==> src/rtl/proc_pipe.sv <==
`timescale 1ns/1ps
// Three-stage D/E/W datapath: decode register, execute register driving res,
// register-file write. E->D forwarding keeps FETCH/ADDR operands current.
module proc_pipe #(
  parameter int DW = 8,
  parameter int AW = 3,
  localparam int IW = 4 + AW + 2*DW
) (
  input  logic          clk,
  input  logic          rst_n,
  input  logic [IW-1:0] instr,
  input  logic          instr_valid,
  output logic [DW-1:0] res,
  output logic          res_valid,
  output logic          carry,
  input  logic [AW-1:0] dbg_addr,
  output logic [DW-1:0] dbg_data
);

  localparam logic [3:0] OP_AND  = 4'd0;
  localparam logic [3:0] OP_ADD  = 4'd1;
  localparam logic [3:0] OP_FET  = 4'd2;
  localparam logic [3:0] OP_OR   = 4'd3;
  localparam logic [3:0] OP_XOR  = 4'd4;
  localparam logic [3:0] OP_SUB  = 4'd5;
  localparam logic [3:0] OP_ADDR = 4'd6;

  logic          d_valid_q;
  logic [3:0]    d_op_q;
  logic [AW-1:0] d_dst_q;
  logic [DW-1:0] d_a_q, d_b_q;

  logic [DW-1:0] res_q, res_d;
  logic          res_valid_q, res_valid_d;
  logic          carry_q, carry_d;
  logic [AW-1:0] e_dst_q;

  logic [DW-1:0] rf_q [2**AW];

  logic [AW-1:0] src_a, src_b;
  logic [DW-1:0] opnd_a, opnd_b;
  logic [DW:0]   sum_ab, diff_ab, sum_rr;

  always_ff @(posedge clk or negedge rst_n) begin
    if (!rst_n) begin
      d_valid_q <= 1'b0;
      d_op_q    <= '0;
      d_dst_q   <= '0;
      d_a_q     <= '0;
      d_b_q     <= '0;
    end else begin
      d_valid_q <= instr_valid;
      if (instr_valid) begin
        d_op_q  <= instr[IW-1 -: 4];
        d_dst_q <= instr[2*DW +: AW];
        d_a_q   <= instr[DW +: DW];
        d_b_q   <= instr[0 +: DW];
      end
    end
  end

  // Only one instruction is ever younger than a pending write, so E is the
  // sole forwarding source; W has already landed by the time D reads.
  assign src_a  = d_a_q[AW-1:0];
  assign src_b  = d_b_q[AW-1:0];
  assign opnd_a = (res_valid_q && e_dst_q == src_a) ? res_q : rf_q[src_a];
  assign opnd_b = (res_valid_q && e_dst_q == src_b) ? res_q : rf_q[src_b];

  assign sum_ab  = {1'b0, d_a_q} + {1'b0, d_b_q};
  assign diff_ab = {1'b0, d_a_q} - {1'b0, d_b_q};
  assign sum_rr  = {1'b0, opnd_a} + {1'b0, opnd_b};

  always_comb begin
    res_d       = res_q;
    res_valid_d = 1'b0;
    carry_d     = carry_q;
    if (d_valid_q) begin
      res_valid_d = 1'b1;
      case (d_op_q)
        OP_AND:  res_d = d_a_q & d_b_q;
        OP_ADD:  {carry_d, res_d} = sum_ab;
        OP_FET:  res_d = opnd_a;
        OP_OR:   res_d = d_a_q | d_b_q;
        OP_XOR:  res_d = d_a_q ^ d_b_q;
        OP_SUB:  {carry_d, res_d} = diff_ab;
        OP_ADDR: {carry_d, res_d} = sum_rr;
        default: res_valid_d = 1'b0;
      endcase
    end
  end

  always_ff @(posedge clk or negedge rst_n) begin
    if (!rst_n) begin
      res_q       <= '0;
      res_valid_q <= 1'b0;
      carry_q     <= 1'b0;
      e_dst_q     <= '0;
    end else begin
      res_q       <= res_d;
      res_valid_q <= res_valid_d;
      carry_q     <= carry_d;
      if (res_valid_d) e_dst_q <= d_dst_q;
    end
  end

  always_ff @(posedge clk or negedge rst_n) begin
    if (!rst_n) begin
      for (int i = 0; i < 2**AW; i++) rf_q[i] <= '0;
    end else if (res_valid_q) begin
      rf_q[e_dst_q] <= res_q;
    end
  end

  assign res       = res_q;
  assign res_valid = res_valid_q;
  assign carry     = carry_q;
  assign dbg_data  = rf_q[dbg_addr];

endmodule

==> config.mk <==
export PLATFORM = sky130hd
export DESIGN_NAME = proc_pipe
export DESIGN_NICKNAME = d
export VERILOG_FILES = /design/src/rtl/proc_pipe.sv
export SDC_FILE = /design/constraint.sdc
export NUM_CORES = 1
export LEC_CHECK = 0
export CAP_MARGIN = 15
export CORE_MARGIN = 8
export CORE_UTILIZATION = 54
export CTS_CLUSTER_SIZE = 28
export DETAILED_ROUTE_END_ITERATION = 8
export PLACE_DENSITY = 0.82
export RECOVER_POWER = 100
export SLEW_MARGIN = 20
export SYNTH_ARGS = -nofsm -noshare
export SYNTH_HDL_FRONTEND = slang
export SYNTH_SLANG_ARGS = --single-unit
==> constraint.sdc <==
create_clock -name clk -period 3.3 [get_ports clk]
set_clock_uncertainty 0.1 [all_clocks]
set_input_delay 0.33 -clock clk [delete_from_list [all_inputs] [get_ports clk]]
set_output_delay 0.33 -clock clk [all_outputs]
set_load 0.01 [all_outputs]
==> summary.md <==
| Metric | Value |
|---|---|
| Logic gate share of total power | `0.449` |
| Sequential-to-total area share from yosys stat | `0.359` |
| Dpl cells | `between 700 and 800` |
| ANT cells | `0` |
| Startpoint Class | `input port` |
| H-tree depth | `3` |
| Avg Inst Size Synth | `roughly 12 sq um` |
| Switching power | `approximately 2.4 mW` |
| Most frequent cell after synthesis | `dfrtp_1` |
| Synth Flop Type | `dfrtp_1` |
| Final min period | `roughly 3200 ps` |
| CTS Buf Count | `9` |
| Simple-gate portion of the synthesized area | `0.0817` |
| Nets | `just over 700` |
| Largest cells by area after synthesis | `dfrtp_1, mux4_2, mux2_2` |
| Final Power | `between 6 and 7 mW` |
| Via/cell ratio | `~6.5` |
| Fmax | `0.317 GHz` |
| Antenna violations before repair | `0` |
| Clk network pwr share | `0.182` |
| Sw Ratio | `0.376` |
| # rows | `41` |
| Post-synth top cells | `dfrtp_1, mux2_2, mux4_2, a21oi_1, nand2_1` |
| Final hold viol count | `0` |
| RePlAce Congestion | `~0.94` |
| Synth Area in Adders | `0.0655` |
| Post-synthesis mux area share | `0.311` |
| Placed Area | `around 7700 sq um` |
| Max-Cap Viols | `4` |
| YS warnings | `0` |
| Yosys top cell area share | `0.359` |
| VDD IR max | `between 0.0004 and 0.0005 V` |
| Worst Setup SP | `dbg_addr[0]` |
| Fillcell total | `approximately 960` |
| Crit path max fanout | `16` |
| Worst hold path type | `flop to flop` |
| Die area | `roughly 17000 sq um` |
| Initial DRC count | `between 500 and 600` |
| Largest area contributor in the netlist | `dfrtp_1` |
| Finished Layout Cells | `between 800 and 900` |
| Main combinational cell family by area after synthesis | `multiplexers` |
| CP Capture Type | `output port` |
| Synth Area in XOR/XNOR | `0.0214` |
| Relative slew slack | `-0.259` |
| Top Ports | `between 40 and 50` |
| Seq pwr share | `0.369` |
| Final Setup Violations | `0` |
| Cell area after layout | `between 7000 and 8000 sq um` |
| Number of global-route vias before repair | `~5600` |
| Synth Cell Area | `roughly 7000 sq um` |
| First-pass GRT wire length | `roughly 30000 um` |
| Synth-to-Final Area Change | `13.5%` |
| Post-DP HPWL | `between 10000 and 15000 um` |
| Final Routed Wirelength | `around 19000 um` |
| Number of enable flip-flop cells after synthesis | `0` |
| Data arrival time of the worst path | `~2700 ps` |
| Compound-Gate Fraction of Synth Area | `0.117` |
| Worst Tran Pin Value | `about 1900 ps` |
| Min setup slack post-route | `around 140 ps` |
| Failing checks | `max-capacitance violations, max-slew violations` |
| Utilization after layout | `0.630` |
| Reg2reg start | `d_a_q[2]` |
| Largest net degree at the start of global routing | `between 50 and 60` |
| Initial Utilization | `0.555` |
| Total GRT Usage | `0.233` |
| WS Path Type | `input port to output port` |
| Post-synthesis async set-or-reset flop share | `1.00` |
| Fraction of layout cells with a size suffix above 1 | `0.296` |
| Reg clk slew, reported paths | `approximately 70 ps` |
| Worst hold start | `d_dst_q[2]` |
| Antenna-violating nets left | `0` |
| Die Wd | `between 100 and 150 um` |
| Internal Dissipation | `approximately 3.9 mW` |
| CTS Root Buffer Type | `clkbuf_16` |
| Clk Latency, worst-skew pair | `~360 ps` |
| DR pass1 iterations | `5` |
| Syn_nets | `about 660` |
| DIE HEIGHT | `approximately 130 um` |
| Crit path required time | `between 2000 and 3000 ps` |
| Clock sink total | `between 100 and 150` |
| Outcome | `complete, but fails checks` |
| RSZ-0062 raised after global routing | `false` |
| Pwr/cell area | `~790 nW/um^2` |
| Post-synthesis cell count | `approximately 600` |
| Period utilization | `0.957` |
| Via count | `approximately 5300` |
| CTS tree | `done` |
| Flop and latch count out of synthesis | `101` |
| Slew Viols, Final | `36` |
| Core region area | `between 10000 and 15000 sq um` |
| Total congestion overflow | `0` |
| Setup TNS | `0 ps` |
| P_leak | `about 3.3 nW` |
| Hold WS | `~410 ps` |
| Wirelength per Cell | `approximately 23 um` |
| Drt drc | `0` |
| Place WS | `between 10 and 15 ps` |
| IO buf count | `46` |
| Synth unique cells | `a little under 60` |
| Max Buffers Root-to-Sink | `2` |
==> layout by cell type (no fill, tap or decap), types with 10 or more instances in the layout <==
cell type / netlist / layout
dfrtp_1: 101 / 99
ha_1: 32 / 31
mux2_2: 83 / 82
buf_4: 1 / 17
inv_1: 21 / 21
clkdlybuf4s50_1: 0 / 34
dlygate4sd3_1: 0 / 12
mux4_2: 48 / 48
a21oi_1: 37 / 38
xnor2_1: 11 / 11
mux2i_1: 17 / 16
o22ai_1: 10 / 10
nor2_1: 29 / 29
o21ai_0: 31 / 30
nand2_1: 35 / 35
==> timing repair <==
action | in CTS | in global routing
hold buffers | 1 | 0
gates resized for setup | 1 | 7
setup endpoints to repair | 1 | 4
setup buffers | 0 | 2
hold endpoints to repair | 54 | 0
==> registers in the layout, summed over array words and instances (netlist names) <==
register,cells
carry,1
rf_q,64
res,8
d_op_q,4
d_b_q,8
res_valid,1
d_a_q,8
d_dst_q,3
e_dst_q,3
d_valid_q,1
==> power by group through the flow <==
| stage | logic, mW | registers [mW] | clock network [mW] |
|---|---|---|---|
| 2_1_floorplan | 2.16 | 2.01 | 0 |
| 3_3_place_gp | 2.68 | 2.25 | 0 |
| 3_5_place_dp | 2.77 | 2.33 | 0 |
| 4_1_cts | 2.81 | 2.31 | 1.16 |
| 5_1_grt | 3.03 | 2.39 | 1.21 |
| 6_report | 2.83 | 2.33 | 1.15 |
==> area by class of cell <==
cell class | count | area [sq um] | share of cell area
sequential | 101 | 2530 | 0.317
clock buffer | 11 | 253 | 0.0317
tap | 172 | 215 | 0.0270
clock inverter | 5 | 63.8 | 0.00800
inverter | 23 | 86.3 | 0.0108
timing repair buffer | 73 | 662 | 0.0830
multi-input combinational | 432 | 4170 | 0.523
==> worst paths after layout <==
| path | end | slack (ps) | cells after the start |
|---|---|---|---|
| worst min-delay path | d_dst_q[2] | 410 | 1 |
| worst max register to register | carry | 200 | 12 |
| worst max-delay path | dbg_data[6] | 140 | 5 |
| min in group asynchronous | d_b_q[4] | 710 | 2 |
| max in group asynchronous | d_b_q[0] | 1010 | 3 |
| worst min register to register | d_dst_q[2] | 410 | 1 |
==> worst max-delay path: stages <==
cell and delay [ps]:
clkdlybuf4s50_1 460, clkbuf_2 520, mux4_2 610, mux2_2 300
clkdlybuf4s50_1 480
==> cells by family (layout without fill, tap and decap cells) <==
kind of cell	count (synthesis)	in the layout
flops	101	101
buf+inv	66	112
xor+xnor	15	15
mux	148	148
simple gates	105	105
fa+ha+maj	35	35
compound gates	129	129
==> layer usage <==
layer / part of all wire / vias to the layer above / global-route usage / routed length, um
met5: 0 / - / 0 / 0
met4: 0.034 / 0 / 0.100 / 644
met3: 0.068 / 54 / 0.0571 / 1270
met2: 0.50 / 234 / 0.401 / 9420
met1: 0.39 / 2690 / 0.272 / 7350
li1: - / 2324 / - / -
Note: power is estimated with default switching activity, not from simulation.
